## src/rtl/rfphoenix_mem_wb_stage.sv

```systemverilog
// Memory-response writeback stage: pops the response FIFO one entry at a time,
// drops rolled-back or invalid entries, and hands survivors to the RF write port.

package rfphoenix_mem_wb_pkg;
  localparam int NTHREADS = 4;
  localparam int TID_W    = $clog2(NTHREADS);
  localparam int RES_W    = 32;

  typedef struct packed {
    logic             v;
    logic [TID_W-1:0] thread;
    logic [6:0]       tgt;
    logic [RES_W-1:0] res;
  } MemoryArg_t;
endpackage

module rfphoenix_mem_wb_stage
  import rfphoenix_mem_wb_pkg::*;
#(
  parameter int ACK_TO = 255,
  parameter int DROPW  = 16
) (
  input  logic                clk,
  input  logic                rst,
  input  logic                fifo_empty,
  input  MemoryArg_t          fifo_dout,
  output logic                fifo_rd,
  input  logic [NTHREADS-1:0] rollback,
  output logic                wb_req,
  input  logic                wb_ack,
  output logic [TID_W-1:0]    wb_thread,
  output logic [6:0]          wb_tgt,
  output logic [RES_W-1:0]    wb_res,
  output logic                busy,
  output logic [DROPW-1:0]    drop_cnt,
  output logic                to_err
);

  localparam logic [2:0] S_IDLE    = 3'd0;
  localparam logic [2:0] S_SETTLE0 = 3'd1;
  localparam logic [2:0] S_LOAD    = 3'd2;
  localparam logic [2:0] S_WB      = 3'd3;
  localparam logic [2:0] S_SETTLE1 = 3'd4;

  localparam logic [15:0] TO_LAST = 16'(ACK_TO - 1);

  logic [2:0]       r_state;
  MemoryArg_t       r_hold;
  logic [15:0]      r_tcnt;
  logic [DROPW-1:0] r_drop_cnt;
  logic             r_to_err;

  logic w_in_wb;
  logic w_rb_hit;
  logic w_discard;
  logic w_timeout;
  logic w_count_drop;

  assign w_in_wb   = (r_state == S_WB);
  assign w_rb_hit  = rollback[r_hold.thread];
  assign w_discard = ~r_hold.v | w_rb_hit;
  assign w_timeout = ~wb_ack & (r_tcnt == TO_LAST);

  // Both discarded entries and abandoned (timed-out) writes count as drops.
  assign w_count_drop = w_in_wb & (w_discard | w_timeout);

  // NOTE: wb_req is combinational so a rollback strobe masks the request in the
  // very cycle it arrives; registering it would leak one stale write to the RF.
  assign wb_req    = w_in_wb & r_hold.v & ~w_rb_hit;
  assign fifo_rd   = (r_state == S_LOAD);
  assign busy      = (r_state != S_IDLE);
  assign wb_thread = r_hold.thread;
  assign wb_tgt    = r_hold.tgt;
  assign wb_res    = r_hold.res;
  assign drop_cnt  = r_drop_cnt;
  assign to_err    = r_to_err;

  // NOTE: hold is reset (not just its valid bit) so the wb_* data outputs read
  // zero out of reset instead of exposing whatever was captured before.
  always_ff @(posedge clk) begin
    if (!rst) begin
      r_state    <= S_IDLE;
      r_hold     <= '0;
      r_tcnt     <= '0;
      r_drop_cnt <= '0;
      r_to_err   <= 1'b0;
    end else begin
      if (w_count_drop && (r_drop_cnt != '1)) begin
        r_drop_cnt <= r_drop_cnt + DROPW'(1);
      end

      case (r_state)
        S_IDLE: begin
          if (!fifo_empty) begin
            r_state <= S_SETTLE0;
          end
        end
        S_SETTLE0: begin
          r_state <= S_LOAD;
        end
        S_LOAD: begin
          r_hold  <= fifo_dout;
          r_tcnt  <= '0;
          r_state <= S_WB;
        end
        S_WB: begin
          if (w_discard) begin
            r_hold.v <= 1'b0;
            r_state  <= S_SETTLE1;
          end else if (wb_ack) begin
            r_state <= S_SETTLE1;
          end else if (w_timeout) begin
            r_to_err <= 1'b1;
            r_state  <= S_SETTLE1;
          end else begin
            r_tcnt <= r_tcnt + 16'd1;
          end
        end
        S_SETTLE1: begin
          r_state <= S_IDLE;
        end
        default: begin
          r_state <= S_IDLE;
        end
      endcase
    end
  end

endmodule

```

## config.mk

```make
export PLATFORM = sky130hd
export DESIGN_NAME = rfphoenix_mem_wb_stage
export DESIGN_NICKNAME = d
export VERILOG_FILES = /design/src/rtl/rfphoenix_mem_wb_stage.sv
export SDC_FILE = /design/constraint.sdc
export NUM_CORES = 1
export LEC_CHECK = 0
export CORE_MARGIN = 5
export CORE_UTILIZATION = 48
export CTS_CLUSTER_DIAMETER = 100
export DETAILED_ROUTE_END_ITERATION = 8
export GPL_TIMING_DRIVEN = 0
export MAX_ROUTING_LAYER = met4
export PLACE_DENSITY = 0.81
export SYNTH_ARGS = -nofsm -noshare
export SYNTH_HDL_FRONTEND = slang
export SYNTH_SLANG_ARGS = --single-unit
```

## constraint.sdc

```tcl
create_clock -name clk -period 2.4 [get_ports clk]
set_clock_uncertainty 0.1 [all_clocks]
set_input_delay 0.36 -clock clk [delete_from_list [all_inputs] [get_ports clk]]
set_output_delay 0.36 -clock clk [all_outputs]
set_load 0.1 [all_outputs]
```

==> results.py, run 1 <==
metrics = {
    "critical_path": {
        "path_cells": "buf_4 > clkdlybuf4s50_1",
        "worstPathArrival_ns": 1.91,
        "crit_fanout": 2,
        "crit_slowest_cell": "clkdlybuf4s50_1",
        "startpoint_type": "flip-flop",
        "cp_top_family": "buffers and inverters",
        "crit_buf_inv": 2,
        "max_stage_delay_ns": 1.13,
        "crit_type": "flip-flop to primary output",
        "endpoint_kind": "primary output",
        "required_ns": 1.94,
    },
    "outcome": {
        "outcome": "finished, final reports clean",
    },
    "timing": {
        "finalSetupViolCount": 0,
        "tightest_slew_ns": 1.017,
        "maxSlewHeadroom_pct": 32.07,
        "min_period_ns": 2.369,
        "slew_violations": 0,
        "hold_viol_final": 0,
        "rsz0062_at_grt": "true",
        "fmax_mhz": 422.0,
        "fin_crit_sh_pct": 98.73,
    },
    "route": {
        "via_per_inst": 5.496,
        "ant_nets": 0,
        "firstDrtPassIters": 5,
        "drt_iter0_markers": 218,
        "route.detailed.drc": 0,
        "vias": 3886,
        "routed_wl_um": 10890,
        "wl_per_cell_um": 15.40,
    },
    "floorplanning": {
        "die_h_um": 98.98,
        "rows": 32,
        "core_region_area_um2": 7727,
        "initial_core_util_pct": 49.17,
        "die_x_um": 98.98,
        "io_pins": 111,
        "die_area_um2": 9796,
    },
    "clocking": {
        "cts-buffers-inserted": 9,
        "cts_max_path_buffers": 2,
        "cts_tree": "built",
        "cts.root.buffer_cell": "clkbuf_8",
        "cts.sinks": 78,
        "htree_levels": 3,
        "clock_latency_ns": 0.35,
        "clkTransAtPathRegs_ns": 0.08,
    },
    "placed_design": {
        "io_buffer_count": 109,
        "dp_hpwl_um": 7946,
        "dp_cells": 693,
        "routabilityCongestion": 0.9024,
    },
    "yosys": {
        "postSynthNetCount": 535,
        "yosysUniqueCellTypes": 50,
        "syn_area_per_cell_um2": 7.884,
        "ys.flop_type": "dfxtp_1",
        "ys_warn_count": 0,
        "yosysSeqAreaShare_pct": 41.09,
        "ys_ff_latch": 78,
        "synth-edff-count": 0,
        "async_reset_ff_share_pct": 0,
        "syn_inst": 482,
        "synth_area_um2": 3800,
    },
    "global_routing": {
        "grtUsageTotal_pct": 22.03,
        "grt_pass1_vias": 3647,
        "grt_max_degree": 13,
        "grt_pass1_wl_um": 17220,
        "overflow": 0,
        "antenna_found_initial": 0,
    },
    "min_path": {
        "holdCritPathClass": "flip-flop to flip-flop",
    },
    "layout": {
        "fin_nets": 655,
        "area_growth_pct": 40.07,
        "num_antenna_cells": 0,
        "drive_gt1_share_pct": 15.70,
        "final_cells": 707,
        "fillers": 622,
        "utilization_pct": 68.88,
    },
    "pwr": {
        "power_density_nw_per_um2": 554.5,
        "ir_worst_vdd_mv": 0.2725,
        "p_leak_nw": 2.428,
        "total_power_mw": 2.951,
    },
    "flow_run": {
        "max_cap_viol_count": 0,
    },
}
## per-stage QoR
| stage | TNS (ns) | hold slack (ns) | worst slack [ns] | area [µm²] |
|---|---|---|---|---|
| floorplan | 0 | 0.3367 | 0.06534 | 3822 |
| global placement | -3.342 | 0.3419 | -0.6423 | 5041 |
| detailed placement | -3.785 | 0.3468 | -0.6579 | 5041 |
| CTS | 0 | 0.3579 | 0.003629 | 5202 |
| global route | -0.2707 | 0.3795 | -0.08153 | 5323 |
| finish | 0 | 0.3565 | 0.03055 | 5323 |
## worst register-to-register path, stage by stage (launching register included)
cell and delay, ns:
dfxtp_2 0.39, inv_1 0.07, ha_1 0.23, nor4b_1 0.16, and4_2 0.27, o21ai_4 0.23, buf_4 0.22, nand3_2 0.17
o41ai_1 0.41
## final timing paths
path                            slack, ns  depth (start not counted)         to  startpoint
worst min register to register       0.36                          2  wb_tgt[5]   wb_tgt[5]
worst max register to register       0.04                          8  r_tcnt[2]   r_tcnt[0]
worst max-delay path                 0.03                          2  wb_tgt[5]   wb_tgt[5]
worst min-delay path                 0.36                          2  wb_tgt[5]   wb_tgt[5]
## cell usage in the layout (no fill, tap or decap), drive strengths merged, types with 8 or more instances in the layout
| cell | count |
|---|---|
| o21ai | 12 |
| clkbuf | 34 |
| nor2 | 17 |
| nand3 | 14 |
| clkdlybuf4s50 | 69 |
| nand4 | 10 |
| nand2b | 8 |
| a31oi | 9 |
| or4 | 8 |
| dfxtp | 78 |
| dlymetal6s2s | 32 |
| a21oi | 55 |
| nor4 | 12 |
| buf | 47 |
| nand2 | 111 |
## per-layer routing
layer	routed length, µm	GRT usage [%]	share of wire (%)	vias up
li1	-	-	-	1899
met1	4599	27.36	42	1809
met2	5312	35.49	49	151
met3	731	4.317	6.7	27
met4	247	8.088	2.3	0
met5	0	-	0	-
## repair_timing
item,in CTS,in global routing
resized for setup,22,44
setup endpoints to repair,9,50
cloned,0,0
pin swaps,0,1
hold buffers,0,0
buffers inserted,0,0
## power breakdown
group,internal [mW],switching [mW]
Clock,0.388,0.467
Sequential,1.34,0.0265
Combinational,0.232,0.502
## cell families (layout without fill, tap and decap cells)
family                     Yosys count  count (layout)  share of synthesized area (%)
adders and majority gates            3               3                         0.9879
muxes                                9               9                          2.437
and+or+nand+nor                    208             208                          26.47
buffers and inverters               77             200                          11.99
AOI/OAI and AO/OA                  107             107                          17.02
DFF                                 78              78                          41.09
## flip-flops by register name, summed over array words and instances (netlist names)
register / cells
drop_cnt: 16
r_tcnt: 16
wb_thread: 2
wb_tgt: 7
to_err: 1
r_state: 3
wb_res: 32
r_hold: 1
## Yosys cell counts (3+ instances only)
library cell	number	area [µm²]
nand2_1	111	416.7
dfxtp_1	78	1562
a21oi_1	55	275.3
buf_4	43	322.8
clkbuf_1	22	82.58
nor2_1	16	60.06
nand3_1	14	70.07
nor4_1	12	75.07
o21ai_0	11	55.05
a31oi_1	9	56.30
nand4_1	9	56.30
nand2b_1	8	50.05
or4_1	8	60.06
mux2i_1	7	70.07
o31ai_1	7	52.55
inv_1	6	22.52
nor3_1	6	30.03
or3_1	6	37.54
a21o_1	4	30.03
buf_2	4	20.02
o41ai_1	4	35.03
and4_1	3	26.28
ha_1	3	37.54
o2111ai_1	3	26.28
## area by class of cell
cell class / instances / area [µm²] / area share (%)
repair buffers: 109 / 1165 / 21.89
inverters: 8 / 30.03 / 0.5642
multi-input cells: 327 / 1821 / 34.20
well taps: 102 / 127.6 / 2.398
plain buffers: 69 / 432.9 / 8.134
clock buffers: 10 / 137.6 / 2.586
clock inverters: 4 / 25.02 / 0.4701
flip-flops and latches: 78 / 1584 / 29.76
Power figures use the tool's default switching activity.
==> run 2, diff against run 1 <==
--- a/config.mk
+++ b/config.mk
@@ -6,12 +6,13 @@
 export NUM_CORES = 1
 export LEC_CHECK = 0
 export CORE_MARGIN = 5
-export CORE_UTILIZATION = 48
+export CORE_UTILIZATION = 51
 export CTS_CLUSTER_DIAMETER = 100
 export DETAILED_ROUTE_END_ITERATION = 8
+export GPL_ROUTABILITY_DRIVEN = 0
 export GPL_TIMING_DRIVEN = 0
 export MAX_ROUTING_LAYER = met4
-export PLACE_DENSITY = 0.81
+export PLACE_DENSITY = 0.85
 export SYNTH_ARGS = -nofsm -noshare
 export SYNTH_HDL_FRONTEND = slang
 export SYNTH_SLANG_ARGS = --single-unit
==> constraint.sdc (replaced) <==
create_clock -name clk -period 2.95 [get_ports clk]
set_clock_uncertainty 0.1 [all_clocks]
set_input_delay 0.4425 -clock clk [delete_from_list [all_inputs] [get_ports clk]]
set_output_delay 0.4425 -clock clk [all_outputs]
set_load 0.1 [all_outputs]
==> results.py, run 2 (same netlist as run 1, synthesis figures left out) <==
metrics = {
    "route": {
        "ant_nets": 0,
        "via_per_inst": 5.586,
        "routed_wl_um": 10880,
        "vias": 3944,
        "route.detailed.drc": 0,
        "wl_per_cell_um": 15.42,
        "drt_iter0_markers": 181,
        "firstDrtPassIters": 6,
    },
    "critical_path": {
        "crit_path_start": "r_state[0]",
        "crit_fanout": 10,
        "startpoint_type": "flip-flop",
        "path_cells": "clkbuf_1 > or3_1 > clkdlybuf4s50_1",
        "worstPathArrival_ns": 2.32,
        "max_stage_delay_ns": 1.17,
        "crit_slowest_cell": "clkdlybuf4s50_1",
        "required_ns": 2.41,
        "rr_startpoint": "wb_thread[0]",
        "crit_type": "flip-flop to primary output",
        "endpoint_kind": "primary output",
    },
    "layout": {
        "num_antenna_cells": 0,
        "fin_nets": 655,
        "drive_gt1_share_pct": 12.03,
        "fillers": 552,
        "final_cell_mix": "nand2_1 (111), clkdlybuf4s50_1 (107), dfxtp_1 (78)",
        "layout_commonest_cell": "nand2_1",
        "utilization_pct": 72.07,
        "area_growth_pct": 37.57,
        "largest_reg_flops": 32,
    },
    "outcome": {
        "outcome": "finished, final reports clean",
    },
    "timing": {
        "maxSlewHeadroom_pct": 29.81,
        "rsz0062_at_grt": "false",
        "min_period_ns": 2.863,
        "fmax_mhz": 349.3,
        "slew_violations": 0,
        "tightest_slew_ns": 1.050,
        "finalSetupViolCount": 0,
        "hold_viol_final": 0,
        "fin_crit_sh_pct": 97.04,
    },
    "clocking": {
        "cts.sinks": 78,
        "cts.root.buffer_cell": "clkbuf_8",
        "clock_latency_ns": 0.36,
        "cts_hold_buf": 0,
        "post_cts_buffers": 0,
        "cts-buffers-inserted": 9,
        "clkTransAtPathRegs_ns": 0.08,
        "cts_max_path_buffers": 2,
        "cts_tree": "built",
        "htree_levels": 3,
    },
    "placed_design": {
        "io_buffer_count": 109,
        "dp_hpwl_um": 8046,
    },
    "global_routing": {
        "antenna_found_initial": 0,
        "grtUsageTotal_pct": 24.11,
        "grt_pass1_vias": 3637,
        "grt_max_degree": 14,
        "overflow": 0,
        "grt_pass1_wl_um": 16910,
    },
    "floorplanning": {
        "die_area_um2": 9277,
        "initial_core_util_pct": 52.39,
        "die_h_um": 96.32,
        "io_pins": 111,
        "rows": 31,
        "core_region_area_um2": 7253,
        "die_x_um": 96.32,
    },
    "min_path": {
        "hold_path.startpoint": "wb_res[6]",
        "holdCritPathClass": "flip-flop to flip-flop",
    },
    "pwr": {
        "total_power_mw": 2.558,
        "power_density_nw_per_um2": 489.3,
        "ir_worst_vdd_mv": 0.2658,
        "p_leak_nw": 1.822,
    },
    "flow_run": {
        "max_cap_viol_count": 0,
    },
}
[run 2: cell types whose count changed in the layout (fill, tap and decap cells not counted), sizes merged]
| cell | before | now |
|---|---|---|
| bufinv | 0 | 1 |
| clkinvlp | 2 | 1 |
| dlygate4sd2 | 5 | 0 |
| dlymetal6s2s | 32 | 0 |
| clkdlybuf4s50 | 69 | 107 |
| clkdlybuf4s15 | 1 | 2 |
[run 2: final timing paths]
kind	end	slack (ns)	depth (start not counted)
setup / recovery	busy	0.09	3
hold / removal	wb_res[6]	0.36	2
setup reg to reg	r_tcnt[4]	0.49	6
hold reg to reg	wb_res[6]	0.36	2
[run 2: worst max-delay path, delay by kind of cell, from the launching register on]
kind,cells,cell delay [ns]
buffers and inverters,2,1.46
flip-flops,1,0.33
AND/OR/NAND/NOR,1,0.17
[run 2: timing repair]
item                       CTS  global route
hold endpoints to repair     0             0
setup endpoints to repair    2             0
gates resized for setup      6             0
[run 2: metrics by stage]
stage	TNS (ns)	hold WS, ns	setup WS [ns]	cells	cell area [µm²]
after floorplan	0	0.3367	0.09472	482	3800
after global placement	-0.2864	0.3424	-0.2776	690	5015
after detailed placement	-0.3041	0.3476	-0.2943	690	5015
after CTS	0	0.3595	0.08702	706	5228
after global routing	0	0.3780	0.02318	706	5228
final	0	0.3583	0.08732	706	5228
[run 2: cell type report]
type	count	area (µm²)	area share, %
clock buffers	12	155.1	2.968
inverters	8	30.03	0.5744
clock inverters	4	55.05	1.053
well taps	99	123.9	2.370
repair buffers	109	1094	20.92
plain buffers	69	425.4	8.138
multi-input cells	327	1783	34.11
flip-flops and latches	78	1562	29.87
[run 2: report_power, final]
part | internal [mW] | switching, mW
combinational | 0.192 | 0.410
clock | 0.441 | 0.404
sequential | 1.09 | 0.0223
[run 2: layer usage]
layer  share of wire, %  up-vias  global-route usage, %
met5                  0        -                      -
met3                8.5       26                  4.457
met1                 41     1826                  28.01
met4                2.1        0                  9.346
met2                 49      188                  41.17
li1                   -     1904                      -
==> run 3, diff against run 2 <==
--- a/config.mk
+++ b/config.mk
@@ -11,6 +11,7 @@
 export DETAILED_ROUTE_END_ITERATION = 8
 export GPL_ROUTABILITY_DRIVEN = 0
 export GPL_TIMING_DRIVEN = 0
+export HOLD_SLACK_MARGIN = 0.03
 export MAX_ROUTING_LAYER = met4
 export PLACE_DENSITY = 0.85
 export SYNTH_ARGS = -nofsm -noshare
==> results of run 3 <==
Same layout as run 2: the final DEF is identical, and so are final timing and power.
